File: src/rtl/cnn_stream_pkg.sv
`default_nettype none
// ============================================================================
// Module      : cnn_stream_pkg
// Description : Shared types and helpers for the CNN image streaming blocks.
// Revision    : 1.0 - initial release
// ============================================================================
package cnn_stream_pkg;

    // Read-side sequencing of one frame.
    typedef enum logic [1:0] {
        IDLE   = 2'd0,
        CLEAR  = 2'd1,
        STREAM = 2'd2,
        DRAIN  = 2'd3
    } stream_state_t;

    // Width needed for a counter that runs 0..n-1. Never narrower than 1 bit.
    function automatic int cnt_width(input int n);
        return (n <= 2) ? 1 : $clog2(n);
    endfunction

endpackage
`default_nettype wire

File: src/rtl/image_stream_source_if.sv
`default_nettype none
// ============================================================================
// Module      : image_stream_source_if
// Description : Write port, pixel stream and downstream control signals of
//               image_stream_source.
// Revision    : 1.0 - initial release
// ============================================================================
interface image_stream_source_if #(
    parameter int BitSize = 32
);
    logic               wr_valid;
    logic [BitSize-1:0] wr_data;
    logic               wr_ready;
    logic               out_ready;
    logic               out_valid;
    logic [BitSize-1:0] out_data;
    logic               out_last;
    logic               conv_clear;
    logic               down_done;
    logic               frame_done;

    // The frame source itself.
    modport master (
        input  wr_valid, wr_data, out_ready, down_done,
        output wr_ready, out_valid, out_data, out_last, conv_clear, frame_done
    );

    // The writer / downstream consumer side.
    modport slave (
        output wr_valid, wr_data, out_ready, down_done,
        input  wr_ready, out_valid, out_data, out_last, conv_clear, frame_done
    );
endinterface
`default_nettype wire

File: src/rtl/image_stream_source_frame_bank.sv
`default_nettype none
// ============================================================================
// Module      : frame_bank
// Description : One image bank: registered pixel array with a single write
//               port and a combinational read port.
// Revision    : 1.0 - initial release
// ============================================================================
module frame_bank #(
    parameter int BitSize = 32,
    parameter int Depth   = 16,
    parameter int AddrW   = 4
) (
    input  logic               clk,
    input  logic               we,
    input  logic [AddrW-1:0]   waddr,
    input  logic [BitSize-1:0] wdata,
    input  logic [AddrW-1:0]   raddr,
    output logic [BitSize-1:0] rdata
);

    logic [BitSize-1:0] mem [Depth];

    // Pixel storage; contents are don't-care until written, so no reset.
    always_ff @(posedge clk) begin
        if (we) begin
            mem[waddr] <= wdata;
        end
    end

    assign rdata = mem[raddr];

endmodule
`default_nettype wire

File: src/rtl/image_stream_source.sv
`default_nettype none
// ============================================================================
// Module      : image_stream_source
// Description : Ping-pong frame buffer that accepts whole images on a write
//               port and streams them in raster order to convolution_buffer,
//               with a clear pulse before and a drain handshake after each.
// Revision    : 1.0 - initial release
// ============================================================================
module image_stream_source
    import cnn_stream_pkg::*;
#(
    parameter int BitSize     = 32,
    parameter int ImageWidth  = 4,
    parameter int ImageHeight = ImageWidth
) (
    input  logic                  clk,
    input  logic                  res_n,
    image_stream_source_if.master bus
);

    localparam int FrameSize = ImageWidth * ImageHeight;
    localparam int CntW      = cnt_width(FrameSize);
    localparam logic [CntW-1:0] LastIdx = CntW'(FrameSize - 1);

    stream_state_t      state;
    logic               wr_bank;
    logic               rd_bank;
    logic [CntW-1:0]    wr_cnt;
    logic [CntW-1:0]    rd_cnt;
    logic [1:0]         full;
    logic [1:0]         full_nxt;
    logic               wr_fire;
    logic               rd_fire;
    logic [BitSize-1:0] bank_rdata [2];

    assign wr_fire = bus.wr_valid && !full[wr_bank];
    assign rd_fire = (state == STREAM) && bus.out_ready;

    generate
        for (genvar b = 0; b < 2; b++) begin : g_bank
            frame_bank #(
                .BitSize (BitSize),
                .Depth   (FrameSize),
                .AddrW   (CntW)
            ) u_bank (
                .clk   (clk),
                .we    (wr_fire && (wr_bank == 1'(b))),
                .waddr (wr_cnt),
                .wdata (bus.wr_data),
                .raddr (rd_cnt),
                .rdata (bank_rdata[b])
            );
        end
    endgenerate

    // Write pointer: fills the current bank pixel by pixel, then flips banks.
    always_ff @(posedge clk) begin
        if (res_n) begin
            wr_bank <= 1'b0;
            wr_cnt  <= '0;
        end else if (wr_fire) begin
            if (wr_cnt == LastIdx) begin
                wr_cnt  <= '0;
                wr_bank <= ~wr_bank;
            end else begin
                wr_cnt <= wr_cnt + 1'b1;
            end
        end
    end

    // Release and fill always target different banks, so both may apply at once.
    always_comb begin
        full_nxt = full;
        if (rd_fire && (rd_cnt == LastIdx)) begin
            full_nxt[rd_bank] = 1'b0;
        end
        if (wr_fire && (wr_cnt == LastIdx)) begin
            full_nxt[wr_bank] = 1'b1;
        end
    end

    // Bank occupancy flags.
    always_ff @(posedge clk) begin
        if (res_n) begin
            full <= 2'b00;
        end else begin
            full <= full_nxt;
        end
    end

    // Read sequencer: clear downstream, stream one frame, wait for its drain.
    always_ff @(posedge clk) begin
        if (res_n) begin
            state   <= IDLE;
            rd_bank <= 1'b0;
            rd_cnt  <= '0;
        end else begin
            case (state)
                IDLE: begin
                    if (full[rd_bank]) begin
                        state <= CLEAR;
                    end
                end
                CLEAR: begin
                    rd_cnt <= '0;
                    state  <= STREAM;
                end
                STREAM: begin
                    if (bus.out_ready) begin
                        if (rd_cnt == LastIdx) begin
                            rd_cnt  <= '0;
                            rd_bank <= ~rd_bank;
                            state   <= DRAIN;
                        end else begin
                            rd_cnt <= rd_cnt + 1'b1;
                        end
                    end
                end
                DRAIN: begin
                    if (bus.down_done) begin
                        state <= IDLE;
                    end
                end
                default: state <= IDLE;
            endcase
        end
    end

    assign bus.wr_ready   = !full[wr_bank];
    assign bus.out_valid  = (state == STREAM);
    assign bus.out_data   = (state == STREAM) ? bank_rdata[rd_bank] : '0;
    assign bus.out_last   = (state == STREAM) && (rd_cnt == LastIdx);
    assign bus.conv_clear = (state == CLEAR);
    assign bus.frame_done = (state == DRAIN) && bus.down_done;

endmodule
`default_nettype wire

File: src/flat_wrapper.sv
// flat-port wrapper written by rule: the top's interface ports become plain ports
module image_stream_source_flat import cnn_stream_pkg::*;
#(
    parameter int BitSize     = 32,
    parameter int ImageWidth  = 4,
    parameter int ImageHeight = ImageWidth
)
  (clk, res_n, bus_wr_valid, bus_wr_data, bus_out_ready, bus_down_done, bus_wr_ready, bus_out_valid, bus_out_data, bus_out_last, bus_conv_clear, bus_frame_done);
  image_stream_source_if #(.BitSize(BitSize)) bus_i ();
  input  logic clk;
  input  logic res_n;
  input wire logic [$bits(bus_i.wr_valid)-1:0] bus_wr_valid;
  input wire logic [$bits(bus_i.wr_data)-1:0] bus_wr_data;
  input wire logic [$bits(bus_i.out_ready)-1:0] bus_out_ready;
  input wire logic [$bits(bus_i.down_done)-1:0] bus_down_done;
  output wire logic [$bits(bus_i.wr_ready)-1:0] bus_wr_ready;
  output wire logic [$bits(bus_i.out_valid)-1:0] bus_out_valid;
  output wire logic [$bits(bus_i.out_data)-1:0] bus_out_data;
  output wire logic [$bits(bus_i.out_last)-1:0] bus_out_last;
  output wire logic [$bits(bus_i.conv_clear)-1:0] bus_conv_clear;
  output wire logic [$bits(bus_i.frame_done)-1:0] bus_frame_done;
  assign bus_i.wr_valid = bus_wr_valid;
  assign bus_i.wr_data = bus_wr_data;
  assign bus_i.out_ready = bus_out_ready;
  assign bus_i.down_done = bus_down_done;
  assign bus_wr_ready = bus_i.wr_ready;
  assign bus_out_valid = bus_i.out_valid;
  assign bus_out_data = bus_i.out_data;
  assign bus_out_last = bus_i.out_last;
  assign bus_conv_clear = bus_i.conv_clear;
  assign bus_frame_done = bus_i.frame_done;
  image_stream_source #(.BitSize(BitSize), .ImageWidth(ImageWidth), .ImageHeight(ImageHeight)) u_core (.clk(clk), .res_n(res_n), .bus(bus_i));
endmodule
File: config.mk
export PLATFORM = sky130hd
export DESIGN_NAME = image_stream_source_flat
export DESIGN_NICKNAME = d
export VERILOG_FILES = /design/src/rtl/cnn_stream_pkg.sv /design/src/rtl/image_stream_source_if.sv /design/src/rtl/image_stream_source_frame_bank.sv /design/src/rtl/image_stream_source.sv /design/src/flat_wrapper.sv
export SDC_FILE = /design/constraint.sdc
export NUM_CORES = 1
export LEC_CHECK = 0
export BUFFER_PORTS_ARGS = -buffer_cell sky130_fd_sc_hd__buf_2
export CELL_PAD_IN_SITES_DETAIL_PLACEMENT = 1
export CELL_PAD_IN_SITES_GLOBAL_PLACEMENT = 1
export CORE_AREA = 3 3 277 279
export CTS_CLUSTER_DIAMETER = 150
export CTS_CLUSTER_SIZE = 25
export DETAILED_ROUTE_END_ITERATION = 12
export DIE_AREA = 0 0 280 282
export MAX_ROUTING_LAYER = met4
export PLACE_DENSITY = 0.73
export SLEW_MARGIN = 25
export SYNTH_ARGS = -nofsm -noshare
export SYNTH_HDL_FRONTEND = slang
export SYNTH_SLANG_ARGS = --single-unit
File: constraint.sdc
create_clock -name clk -period 3.3 [get_ports clk]
set_input_delay 0.495 -clock clk [delete_from_list [all_inputs] [get_ports clk]]
set_output_delay 0.495 -clock clk [all_outputs]
set_load 0.01 [all_outputs]
==> After elaboration in Yosys (flattened, before gate mapping) <==
Memory sizes are Yosys's and may differ from the RTL's. A register that Yosys moved wholly into a read port is not among the register bits.
Index checks and enable logic that the tools add are counted.
Widths: inputs -> output; s select.
{ "totals": {"ff_bits": 14, "mem_bits_rw": 1024, "output_inout_bits": 37, "wordCells": 78, "n_memories": 2} }
{ "classes": {"add_sub_neg": 2, "n_lt_le_gt_ge": 5, "n_eq_ne": 9, "mux": 31, "bitwise": 6, "n_reduce_logical": 17} }
{ "mem_list": {"columns": ["memory", "depth", "width", "read_ports", "rd_clocked_by_memory_dff", "write_ports", "line_no", "rtl"], "rows": [
  ["u_core.g_bank[0].u_bank.mem", 16, 32, 1, 1, 1, "image_stream_source_frame_bank.sv:21", "logic [BitSize-1:0] mem [Depth];"],
  ["u_core.g_bank[1].u_bank.mem", 16, 32, 1, 1, 1, "image_stream_source_frame_bank.sv:21", null]
]} }
{ "op_table": {"columns": ["operator", "count"], "rows": [
  ["$mux 32", 4],
  ["$mux 4", 7],
  ["$mux 2", 6],
  ["$logic_and 1x1->1", 10],
  ["$mux 1", 10],
  ["$add 4x1->4 const B", 2],
  ["$eq 4x4->1 const B", 2],
  ["$pmux 2 s4", 1],
  ["$pmux 4 s2", 1],
  ["$eq 2x2->1 const B", 2],
  ["$lt 1x2->1 const B", 2],
  ["$ne 2x1->1 const B", 2],
  ["$ne 2x2->1 const B", 2],
  ["$reduce_and 2->1", 2],
  ["$reduce_and 4->1", 1],
  ["$reduce_and 3->1", 1],
  ["$and 2x2->2", 1],
  ["$demux 1 s1", 2],
  ["$eq 2x1->1 const B", 1],
  ["$ge 1x1->1 const B", 2],
  ["$ge 2x2->1 const B", 1],
  ["$logic_not 2->1", 1],
  ["$not 1->1", 2],
  ["$not 1->2", 1],
  ["other kinds (4)", 4]
]} }

==> Logic depth before layout (Yosys ltp) <==
{ "logic_depth": {"ltp_word": 9, "depth_mapped": 9, "ltp_nobuf": 6} }

==> By module <==
A second synthesis with hierarchy kept.
{ "hier_totals": {"cells_unflattened": 1775, "hier_area_um2": 39673.0} }
{ "modules_own_cells": {"columns": ["mod", "instances", "cells_per_inst", "area_each_um2", "seq_area_each_um2"], "rows": [
  ["frame_bank at u_core.g_bank[1].u_bank", 1, 806, 19213.4, 15374.7],
  ["frame_bank at u_core.g_bank[0].u_bank", 1, 806, 19194.7, 15374.7],
  ["image_stream_source", 1, 163, 1265.0, 280.3]
]} }

==> Worst setup path before layout <==
OpenSTA, ideal clock, no wires.
{ "synth_timing": {"path_type": "input port to flip-flop", "startpoint": "input bus_wr_valid", "endpoint": "memory u_core.g_bank[1].u_bank.mem[15][0] (enable)", "setup_time_ps": 423, "t_arrival_ps": 2386, "required_ps": 2877, "path_slack_ps": 492, "cell_stages": 3, "n_path_buf": 1, "cell_sequence": "clkbuf_1 > nand4b_1 > nor2_1"} }
{ "synth_via": {"elab_chain_len": 4} }
{ "synth_lines": {"columns": ["item", "line_no", "rtl"], "rows": [
  ["start, declared", "flat_wrapper.sv:12", "input wire logic [$bits(bus_i.wr_valid)-1:0] bus_wr_valid;"],
  ["$logic_and 1x1->1", "image_stream_source.sv:36", "assign wr_fire = bus.wr_valid && !full[wr_bank];"],
  ["$logic_and 1x1->1", "image_stream_source.sv:47", ".we (wr_fire && (wr_bank == 1'(b))),"],
  ["$mux 1", "image_stream_source_frame_bank.sv:25", "if (we) begin"],
  ["$mux 1 (implied by the code)", "image_stream_source_frame_bank.sv:26", "mem[waddr] <= wdata;"],
  ["end, declared", "image_stream_source_frame_bank.sv:21", null]
]} }
Every way passes these cells.

==> run metrics <==
outcome finished with violations; failing checks setup timing; Placed Area 42280 sq um; Design Power approximately 22 mW; pin slew with the least headroom to its limit around 940 ps; post-DR wirelength/cell 36.44 microns; RSZ-0062 raised after global routing yes; number of buffers created by CTS 47; LEAKAGE approximately 13 nW; Core Area about 74000 sq um; dominant cells by area after synthesis edfxtp_1 (77%), mux4_2 (13%), mux2_2 (1.8%); Mapped Area 39970 sq um; final worst setup slack -31.68 ps; Die X 280 microns; Initial Util 0.5369; Nets ~2000; largest net degree at the start of global routing 67; top cell type's share of synthesized area 0.7693; maximum clock frequency about 300 MHz; worst-path cell chain buf_12 > buf_12 > buf_16 > mux4_2 > mux2_4 > o221ai_2 > buf_4 > a31oi_4 > buf_6; Final Setup Violations 1; Rel. slew slack 0.3751; Max Root-Sink Buffers 3; HPWL after DPL about 58 mm; Hold Crit Class in -> reg; Post-synth EDFFs 1024; peak supply drop approximately 0.57 mV; Syn Area/Cell ~22 sq um; final setup TNS -31.68 ps; Post-synth ARST share 0; Arr. time, crit path ~2800 ps; Tcrit/Tclk final 1.010; power per cell area slightly below 500 nW/um^2; IO Port Bufs 73; Seq cells post-synth about 1000; number of library cell types mapped by synthesis between 40 and 50; post-route design area 44730 sq um; sequential fraction of the synthesis area 0.7783; multi-input combinational cell area between 8000 and 9000 sq um; CTS hold repair buffers 0; Post-DRT Antenna Nets 0; vias in the first global route about 21000; Final Util 0.6009; via-per-instance ratio just under 7; Gate Count Post-Synth between 1500 and 2000; Worst-path clk slew 110 ps; commonest non-fill, non-tap cells in the layout edfxtp_1 (1024), mux4_2 (224), buf_4 (89), mux2i_1 (68), buf_2 (68); area delta synth->final 11.91%; Initial DRT Pass Iterations 5; row count 100; Die ar. ~80000 sq um; TritonCTS clock tree yes; final hold violations 0; # fillers 5998; Mapped Nets ~1800; first-pass GRT wire length around 150 mm; gr usage total 0.2780; aggregate global routing overflow 0; Post-Route WL 106.6 mm; DR iter-0 viols ~2600; Die Y ~280 microns; Placed Cells ~2800; CP max-delay cell mux4_2; Root Driver clkbuf_16; cell accounting for the most synthesized area edfxtp_1; CTS H-tree lvls 2; crit-path most repeated cell buf_12; crit path max fanout 7; initial antenna violation count 2; max_cap viols 0; Slew Limit Fails 0; Max stage delay on crit path 510 ps; Top FF cell, synth edfxtp_1; Worst Path Required between 2000 and 3000 ps; GPL Wtd Cong ~0.8; number of remaining DRC errors 0; Hold Slack around 200 ps; Placement Setup Slack around 340 ps; Clock Skew between 20 and 25 ps; Syn. warnings 0; IO Count 74; most common cell after layout, fill and taps aside edfxtp_1; share of cells above drive strength 1 0.3253; DR vias approximately 20000; Crit Path Class reg -> out; Tmin final 3332 ps; Layout Cells excl Fill ~2900; worst skew pair latency ~650 ps; startpoint types flip-flop; register area 31120 sq um; endpoint class of the critical path output pin; total clock sinks around 1000
==> cell type report <==
type | count | share of cell area
Clock buffer | 54 | 0.02688
Multi-Input combinational cell | 635 | 0.1990
Antenna cell | 2 | 0.0001119
Tap cell | 969 | 0.02710
Inverter | 8 | 0.0007273
Timing Repair Buffer | 213 | 0.04965
Clock inverter | 3 | 0.0008391
Sequential cell | 1042 | 0.6957
==> final timing paths <==
check / depth (start not counted) / end / start / slack (ps)
max: 9 / bus_out_data[3] / flip-flop / -30
min: 2 / u_core.wr_cnt[2]$_SDFFE_PP0P_ / res_n / 200
max reg2reg: 5 / u_core.g_bank[0].u_bank.mem[15][9]$_DFFE_PP_ / u_core.wr_cnt[1]$_SDFFE_PP0P_ / 880
min reg2reg: 2 / u_core.wr_cnt[1]$_SDFFE_PP0P_ / u_core.wr_cnt[1]$_SDFFE_PP0P_ / 530
==> state kept, by name, summed over array words and instances, names as in the netlist, named ones only <==
signal                    flops
u_core.g_bank.u_bank.mem   1024
u_core.rd_cnt                 4
u_core.wr_cnt                 4
u_core.full                   2
u_core.state                  2
u_core.rd_bank                1
u_core.wr_bank                1
==> layer usage <==
metal	wire length, microns	global-route usage	share of wire	up-vias
met4	2649	0.07717	0.025	0
met3	8958	0.04935	0.084	176
li1	-	-	-	7875
met1	41790	0.3774	0.39	10827
met2	53230	0.4420	0.50	1083
met5	0	-	0	-
==> logic make-up (layout without fill, tap and decap cells) <==
| logic type | after synthesis | in the layout | share of synthesized area |
|---|---|---|---|
| buffers and inverters | 113 | 278 | 0.01471 |
| adders and majority gates | 9 | 9 | 0.002817 |
| xor gates and xnor gates | 4 | 4 | 0.0008766 |
| other | 0 | 2 | 0 |
| DFF | 1042 | 1042 | 0.7783 |
| and+or+nand+nor | 94 | 94 | 0.01083 |
| muxes | 356 | 356 | 0.1613 |
| AOI/OAI and AO/OA | 172 | 172 | 0.03118 |
==> power by group <==
group	switching, mW	internal (mW)
combinational	0.450	0.245
clock	3.86	2.62
sequential	0.0250	14.6
total	4.33	17.5
==> Yosys cell counts, types with 5 or more instances <==
| cell type | n |
|---|---|
| edfxtp_1 | 1024 |
| mux4_2 | 224 |
| mux2i_1 | 68 |
| mux2_2 | 64 |
| clkbuf_1 | 51 |
| nor2_1 | 46 |
| a31oi_1 | 33 |
| a22oi_1 | 32 |
| buf_2 | 32 |
| o221ai_1 | 32 |
| a221oi_1 | 26 |
| dfxtp_1 | 18 |
| o21ai_0 | 18 |
| nand2_1 | 17 |
| buf_4 | 13 |
| o21ai_1 | 12 |
| ha_1 | 9 |
| nand3_1 | 9 |
| a21oi_1 | 7 |
| inv_1 | 7 |
| buf_6 | 5 |
| o2111ai_1 | 5 |
==> critical path, delay by kind of cell, from the launching register on <==
family,cells,cell delay (ps)
muxes,2,800
DFF,1,380
buffers and inverters,5,790
AOI/OAI and AO/OA,2,230
==> repair_timing <==
action | 4_1_cts | 5_1_grt
pin swaps | 1 | 6
cloned | 6 | 8
endpoints found under the setup margin | 31 | 32
setup buffers | 10 | 16
resized for setup | 50 | 50
(Power assumes the default switching activity.)
